<file path="config.mk">
export PLATFORM = sky130hd
export DESIGN_NAME = flow_ctrl
export DESIGN_NICKNAME = d
export VERILOG_FILES = /design/src/rtl/flow_ctrl_pkg.sv /design/src/rtl/fc_perf_cnt.sv /design/src/rtl/flow_ctrl.sv
export SDC_FILE = /design/constraint.sdc
export NUM_CORES = 1
export LEC_CHECK = 0
export CAP_MARGIN = 20
export CORE_ASPECT_RATIO = 0.5
export CORE_UTILIZATION = 35
export DETAILED_ROUTE_END_ITERATION = 10
export PLACE_DENSITY = 0.75
export SLEW_MARGIN = 20
export SYNTH_ARGS = -nofsm -noshare
export SYNTH_HDL_FRONTEND = slang
export SYNTH_SLANG_ARGS = --single-unit
</file>
<file path="constraint.sdc">
create_clock -name clk -period 2.8 [get_ports clk]
set_clock_uncertainty 0.1 [all_clocks]
set_input_delay 0.28 -clock clk [delete_from_list [all_inputs] [get_ports clk]]
set_output_delay 0.28 -clock clk [all_outputs]
set_load 0.005 [all_outputs]
</file>
<file path="src/rtl/flow_ctrl_pkg.sv">
// Shared types and defaults for the pipeline flow controller.
package flow_ctrl_pkg;

  // FSM encodings are fixed so that the other pipeline blocks can decode them.
  typedef enum logic [1:0] {
    FC_RUN      = 2'd0,
    FC_REPLAY   = 2'd1,
    FC_WAIT_DIV = 2'd2
  } fc_state_e;

  localparam int FC_ADDR_W_DEF      = 32;
  localparam int FC_CNT_W_DEF       = 32;
  localparam int FC_DIV_TIMEOUT_DEF = 64;

  // Index of each performance counter in the counter bank.
  localparam int FC_PERF_STALL = 0;
  localparam int FC_PERF_FLUSH = 1;
  localparam int FC_PERF_NUM   = 2;

  // Per-cycle pipeline control bundle. The jump address travels separately.
  typedef struct packed {
    logic jump;
    logic flush_ifid;
    logic bk_ifid;
    logic flush_idex;
    logic hold_pc;
    logic stall;
  } fc_ctrl_t;

endpackage

</file>
<file path="src/rtl/fc_perf_cnt.sv">
// Free-running event counter; wraps modulo 2^CNT_W and never saturates.
module fc_perf_cnt
  import flow_ctrl_pkg::*;
#(
  parameter int CNT_W = FC_CNT_W_DEF
) (
  input  logic             clk,
  input  logic             rst_n,
  input  logic             inc_i,
  output logic [CNT_W-1:0] cnt_o
);

  logic [CNT_W-1:0] cnt_reg;

  // Count one per cycle with inc_i high.
  always_ff @(posedge clk or negedge rst_n) begin
    if (!rst_n) begin
      cnt_reg <= '0;
    end else if (inc_i) begin
      cnt_reg <= cnt_reg + CNT_W'(1);
    end
  end

  assign cnt_o = cnt_reg;

endmodule

</file>
<file path="src/rtl/flow_ctrl.sv">
// Pipeline flow controller: priority-decodes hazard/redirect requests into
// PC / IF/ID / ID/EX controls, sequences load-use replay and divide stalls,
// and keeps stall/flush performance counters.
module flow_ctrl
  import flow_ctrl_pkg::*;
#(
  parameter int ADDR_W      = FC_ADDR_W_DEF,
  parameter int CNT_W       = FC_CNT_W_DEF,
  parameter int DIV_TIMEOUT = FC_DIV_TIMEOUT_DEF  // must be >= 2
) (
  input  logic              clk,
  input  logic              rst_n,
  input  logic              id_load_use_i,
  input  logic              ex_jump_i,
  input  logic [ADDR_W-1:0] ex_jump_addr_i,
  input  logic              ex_div_start_i,
  input  logic              div_done_i,
  input  logic              mem_wait_i,
  output logic              fc_jump_o,
  output logic [ADDR_W-1:0] fc_jump_addr_o,
  output logic              fc_flush_ifid_o,
  output logic              fc_bk_ifid_o,
  output logic              fc_flush_idex_o,
  output logic              fc_hold_pc_o,
  output logic              fc_stall_o,
  output logic              fc_err_o,
  output logic [CNT_W-1:0]  fc_stall_cnt_o,
  output logic [CNT_W-1:0]  fc_flush_cnt_o
);

  localparam int                   DIV_CNT_W = $clog2(DIV_TIMEOUT + 1);
  localparam logic [DIV_CNT_W-1:0] DIV_LIMIT = DIV_CNT_W'(DIV_TIMEOUT);

  fc_state_e              state_reg, state_next;
  logic [DIV_CNT_W-1:0]   div_cnt_reg, div_cnt_next, div_cnt_inc;
  logic                   err_reg, err_next;
  fc_ctrl_t               ctrl;
  logic [ADDR_W-1:0]      jump_addr;
  logic [FC_PERF_NUM-1:0] perf_inc;
  logic [CNT_W-1:0]       perf_cnt [FC_PERF_NUM];

  // State, divide cycle counter and sticky error flag.
  always_ff @(posedge clk or negedge rst_n) begin
    if (!rst_n) begin
      state_reg   <= FC_RUN;
      div_cnt_reg <= '0;
      err_reg     <= 1'b0;
    end else begin
      state_reg   <= state_next;
      div_cnt_reg <= div_cnt_next;
      err_reg     <= err_next;
    end
  end

  // Priority decode: mem_wait > divide wait > jump > divide start > load-use.
  // The divide counter holds the number of stall cycles already spent on the
  // current divide (the start cycle counts as 1), so the abort fires on the
  // cycle that would bring it to DIV_TIMEOUT: exactly DIV_TIMEOUT stall cycles.
  always_comb begin
    state_next   = state_reg;
    div_cnt_next = div_cnt_reg;
    err_next     = err_reg;
    ctrl         = '0;
    jump_addr    = '0;
    div_cnt_inc  = div_cnt_reg + DIV_CNT_W'(1);

    if (!rst_n) begin
      // Hold every control low while reset is asserted, independent of inputs.
      ctrl = '0;
    end else if (mem_wait_i) begin
      // Whole pipe frozen; all other requests must be re-presented later.
      ctrl.stall = 1'b1;
    end else begin
      case (state_reg)
        FC_WAIT_DIV: begin
          if (div_done_i) begin
            // Result ready: release this cycle, any jump request is ignored.
            div_cnt_next = '0;
            state_next   = FC_RUN;
          end else begin
            ctrl.stall   = 1'b1;
            div_cnt_next = div_cnt_inc;
            if (div_cnt_inc == DIV_LIMIT) begin
              err_next     = 1'b1;
              div_cnt_next = '0;
              state_next   = FC_RUN;
            end
          end
        end

        FC_REPLAY: begin
          // Replay lasts one cycle; a jump here wins and suppresses the bk.
          state_next = FC_RUN;
          if (ex_jump_i) begin
            ctrl.jump       = 1'b1;
            ctrl.flush_ifid = 1'b1;
            ctrl.flush_idex = 1'b1;
            jump_addr       = ex_jump_addr_i;
          end else begin
            ctrl.bk_ifid = 1'b1;
          end
        end

        default: begin
          // FC_RUN; the unused encoding also lands here and recovers to RUN.
          state_next = FC_RUN;
          if (ex_jump_i) begin
            ctrl.jump       = 1'b1;
            ctrl.flush_ifid = 1'b1;
            ctrl.flush_idex = 1'b1;
            jump_addr       = ex_jump_addr_i;
          end else if (ex_div_start_i) begin
            ctrl.stall   = 1'b1;
            div_cnt_next = DIV_CNT_W'(1);
            state_next   = FC_WAIT_DIV;
          end else if (id_load_use_i) begin
            ctrl.flush_idex = 1'b1;
            ctrl.hold_pc    = 1'b1;
            state_next      = FC_REPLAY;
          end
        end
      endcase
    end
  end

  assign perf_inc[FC_PERF_STALL] = ctrl.stall;
  assign perf_inc[FC_PERF_FLUSH] = ctrl.jump;

  // One counter per performance event.
  for (genvar gi = 0; gi < FC_PERF_NUM; gi++) begin : g_perf
    fc_perf_cnt #(
      .CNT_W (CNT_W)
    ) u_cnt (
      .clk   (clk),
      .rst_n (rst_n),
      .inc_i (perf_inc[gi]),
      .cnt_o (perf_cnt[gi])
    );
  end

  assign fc_jump_o       = ctrl.jump;
  assign fc_jump_addr_o  = jump_addr;
  assign fc_flush_ifid_o = ctrl.flush_ifid;
  assign fc_bk_ifid_o    = ctrl.bk_ifid;
  assign fc_flush_idex_o = ctrl.flush_idex;
  assign fc_hold_pc_o    = ctrl.hold_pc;
  assign fc_stall_o      = ctrl.stall;
  assign fc_err_o        = err_reg;
  assign fc_stall_cnt_o  = perf_cnt[FC_PERF_STALL];
  assign fc_flush_cnt_o  = perf_cnt[FC_PERF_FLUSH];

endmodule

</file>
## Word level (Yosys, flattened, before mapping)

Cells that the tools add are included.

- $add $sub $neg: 3
- Equal/unequal tests: 5
- Mux-type cells: 32
- Bitwise operators: 3
- Reductions and logical operators: 5

Operators with widths:

| operator | count |
|---|---|
| $mux 32 | 4 |
| $add 32x1->32 const B | 2 |
| $mux 7 | 4 |
| $mux 2 | 9 |
| $pmux 7 s2 | 1 |
| $reduce_and 5->1 | 2 |
| $mux 1 | 9 |
| $add 7x1->7 const B | 1 |
| $eq 7x7->1 const B | 1 |
| $mux 6 | 1 |
| $mux 5 | 1 |
| $pmux 1 s2 | 2 |
| $pmux 2 s2 | 1 |
| $ne 3x3->1 const B | 1 |
| $not 1->1 | 3 |
| $reduce_and 3->1 | 1 |
| $eq 2x1->1 const B | 1 |
| $eq 2x2->1 const B | 1 |
| $ne 2x1->1 const B | 1 |
| $reduce_bool 2->1 | 1 |
| $reduce_or 2->1 | 1 |

- Register bits: 74
- Input port bits: 39
- Output and inout port bits: 103
- Logic and storage cells: 53

## Longest topological paths before layout

- Depth after elaboration: 6
- Depth in mapped cells: 8
- Gate-level depth less buffers: 7

## Hierarchy

Synthesis repeated with hierarchy kept, for this count alone.

- Cells, all modules: 359
- Area, all modules: 3803.6 sq um

Modules (own cells, without submodules):

| module | instances | cells each | area an instance (sq um) | sequential area each (sq um) |
|---|---|---|---|---|
| fc_perf_cnt | 2 | 123 | 1448.9 | 800.8 |
| flow_ctrl | 1 | 113 | 905.9 | 250.2 |

## Worst setup path after synthesis

Ideal clock, no wire load.

- Path type: flip-flop to flip-flop
- From: register state_reg[0]
- To: register g_perf[0].u_cnt.cnt_reg[26]
- Setup time: 0.123 ns
- Arrival time: 1.865 ns
- Data required time: 2.577 ns
- Path slack: 0.712 ns
- Stages on the path, launching flop included: 9
- Path buffers: 1
- Clock period less this slack: 2.088 ns
- Cell sequence: dfrtp_1 inv_1 ha_1 nor3b_2 o31a_1 and3_1 clkbuf_1 nand4_1 xnor2_1

- Word-level cells in the longest chain between the ends: 4
- Elaborated cells on any way between the ends: 5
- Those cells by class: 2 x eq/ne; 3 x mux

Ends and longest elaborated chain:

| item | RTL line | text |
|---|---|---|
| start: declaration | flow_ctrl.sv:34 | `fc_state_e state_reg, state_next;` |
| start signal: assignment | flow_ctrl.sv:49 | `state_reg <= state_next;` |
| $eq 2x1->1 / $eq 2x2->1 (equally long branches) | flow_ctrl.sv:74 | `case (state_reg)` |
| $pmux 1 s2 * | flow_ctrl.sv:74 |  |
| $mux 1 * | flow_ctrl.sv:70 | `end else if (mem_wait_i) begin` |
| $mux 6 * | flow_ctrl.sv:67 | `if (!rst_n) begin` |
| via fc_stall_o | flow_ctrl.sv:25 | `output logic fc_stall_o,` |
| end signal: assignment | fc_perf_cnt.sv:20 | `cnt_reg <= cnt_reg + CNT_W'(1);` |
| end: declaration | fc_perf_cnt.sv:13 | `logic [CNT_W-1:0] cnt_reg;` |

Mark *: on every way through the listed nets, which the timed path passes. The rest lies on a longest branch.
A chain may end at the register's enable or synchronous reset.

## Worst setup path in the final report

- From: register state_reg[0]
- To: output port fc_jump_addr_o[0]

- Word-level cells in the longest chain between the ends: 4

Ends and longest elaborated chain:

| item | RTL line | text |
|---|---|---|
| $eq 2x2->1 | flow_ctrl.sv:74 |  |
| $mux 32 | -- |  |
| $mux 32 | flow_ctrl.sv:70 |  |
| $mux 32 | flow_ctrl.sv:67 |  |
| end: declaration | flow_ctrl.sv:20 | `output logic [ADDR_W-1:0] fc_jump_addr_o,` |

Every way passes these cells.

==> metrics.txt <==
max-cap viol count 0; Worst Setup Start Kind flop; R2R Setup Slk between 300 and 400 ps; Initial DRT Pass Iterations 5; Final Cell Area 0.005744 mm^2; r2r startpoint state_reg[0]; Routed WL just over 9000 um; initial DRC count about 150; I/O pin count around 140; Via density roughly 4.8; Worst Hold Path EP fc_err_o; global-route wire length before repair between 10000 and 15000 um; Pleak 2.420 nW; post-layout util 55.70%; hold path startpoint fc_err_o; share of the synthesized area in the top cell type between 40% and 50%; post-synthesis average cell area approximately 11 um^2; worst hold slack ~370 ps; status finished, final reports clean; Synth warnings 0; Distinct cells, synth 47; GRT Residual Overflow 0; Register Area roughly 0.0019 mm^2; GRT Overall Usage 16.47%; dpl cell area 0.005361 mm^2; fraction of layout instances using a drive strength above 1 8.071%; Syn-to-layout area delta 53.29%; Max clock buf depth 2; Mapped Cells 350; Chip Height ~75 um; Via Count between 3000 and 4000; Antenna Nets Post-Route 0; Buffers on Ports 141; Antenna Cells 0; Top FF cell, synth dfrtp_1; RR Endpoint g_perf[1].u_cnt.cnt_o[27]; Critical Path RT between 2000 and 2500 ps; Finish-stage setup viols 0; slew margin rel. between 60% and 70%; Synth area leaders dfrtp_1 49%, xnor2_1 11%, and2_1 5.7%, xor2_1 3.7%, nand3_1 3.3%; fmax around 380 MHz; final slew viol count 0; max reg flops 64; hpwl dp 6836 um; RSZ-0062 raised after global routing false; H-tree depth 3; Hold Path Stages 1; syn nets 394; Routability Congestion around 0.77; final worst path period share between 90% and 100%; Synth async-reset ratio 100.0%; setup TNS 0 ps; total power draw between 3 and 4 mW; Root Buffer clkbuf_16; Starting Density 36.34%; DRC errors left 0; fill count roughly 900; Hold Path Class reg -> reg; Final Hold Viols 0; Tmin final 2648 ps; Post-CTS Setup Inserts 0; Num CTS Buffers 9; Reg clk slew, reported paths 60 ps; post-synthesis sequential area ratio between 40% and 50%; Die W 148.3 um; multi-input logic area between 0.0015 and 0.002 mm^2; crit path max fanout 14; nets about 550; Worst Max-Slew Pin Slew between 500 and 600 ps; Peak supply drop 0.3288 mV; CP endpoint kind output pin; per-cell routed wire length about 14 um; Post-synth EDFFs 0; synthesized area about 0.0037 mm^2; largest net degree at the start of global routing 44; Clock Latency Late Sink 340 ps; row count 26; Yosys reg bits 74; TritonCTS clock tree yes; CP Class reg -> out; die area roughly 0.011 mm^2; initial antenna violation count 0; CTS Sinks 74; CORE AREA 0.01031 mm^2; pwr/cell area approximately 550 mW/mm^2; vias in the first global route between 2000 and 3000; largest area contributor in the netlist dfrtp_1; Reg2Reg Depth 7; Arr. time, crit path about 2300 ps
==> power by group <==
group	switching (mW)	internal (mW)	total [mW]
Clock	0.433	0.915	1.35
Combinational	0.199	0.330	0.529
Sequential	0.132	1.16	1.29
Total	0.764	2.41	3.17
==> cell families after synthesis <==
kind of cell	count (synthesis)	synth area share, %
buf+inv	10	1.135
flops	74	49.42
compound gates	24	4.274
simple gates	170	27.61
mux	4	1.169
fa+ha+maj	5	1.669
xor+xnor	63	14.72
==> worst max-delay path: stages (launching register included) <==
cell	delay, ps
dfrtp_1	380
inv_1	60
ha_1	270
and4bb_4	450
buf_12	140
and2_1	120
clkdlybuf4s50_1	520
==> synth_stat cells (2+ instances only) <==
master    count
a21oi_1       2
a32o_1        2
and2_1       34
and3_1       11
and4_1        5
clkbuf_1      6
dfrtp_1      74
ha_1          5
inv_1         2
mux2_2        3
nand2_1      30
nand2b_1      2
nand3_1      25
nand3b_1      2
nand4_1      17
nand4_2       2
nor2_1       16
nor2b_1       3
nor3_1        4
nor4_1        2
nor4_4        3
o21ai_0       9
o31a_1        3
o31ai_1       3
or4_1         2
xnor2_1      47
xor2_1       16
==> area by class of cell <==
class,instances,share of cell area [%]
Clock buffer,11,4.400
Multi-Input combinational cell,267,32.54
Sequential cell,74,32.24
Tap cell,140,3.049
Clock inverter,5,1.743
Inverter,2,0.1307
Timing Repair Buffer,149,25.90
==> cells in the final DEF (no fill, tap or decap), types with 4 or more instances in the layout <==
master	n
clkdlybuf4s50_1	140
nor2_1	16
and2_1	34
nand3_1	25
nand4_1	17
clkbuf_16	9
and3_1	11
dfrtp_1	74
nand2_1	30
xor2_1	16
xnor2_1	47
ha_1	5
and4_1	5
buf_4	6
o21ai_0	9
nor3_1	4
==> timing repair <==
item | CTS | global route
endpoints found under the hold margin | 74 | 0
hold buffers | 1 | 0
endpoints found under the setup margin | 21 | 5
resized for setup | 1 | 1
gates cloned | 0 | 1
pin swaps | 0 | 1
==> metrics by stage <==
stage | setup WS, ps | std cells
final | 152.3 | 648
after detailed placement | 93.83 | 630
after global routing | 41.39 | 648
after floorplan | 711.6 | 350
after CTS | 57.04 | 647
after global placement | 143.7 | 630
==> how the worst max path moves through the flow <==
stage / cells past startpoint / endpoint / slack [ps] / from
3_5_place_dp: 6 / g_perf[1].u_cnt.cnt_o[27] / 90 / ex_jump_i
3_3_place_gp: 6 / g_perf[1].u_cnt.cnt_o[23] / 140 / ex_jump_i
6_report: 6 / fc_jump_addr_o[0] / 150 / state_reg[0]
2_1_floorplan: 8 / g_perf[0].u_cnt.cnt_o[26] / 710 / state_reg[0]
4_1_cts: 5 / fc_stall_o / 60 / rst_n
5_1_grt: 5 / fc_stall_o / 40 / state_reg[0]
==> routing by layer <==
layer  track usage (%)  vias to the layer above  part of all wire (%)
li1                  -                     1535                     -
met1             21.72                     1524                    47
met2             26.60                       43                    49
met3             5.455                        7                   3.5
met4             3.780                        0                  0.83
met5                 0                        -                     0
No activity file was read; power rests on OpenSTA's default activity.
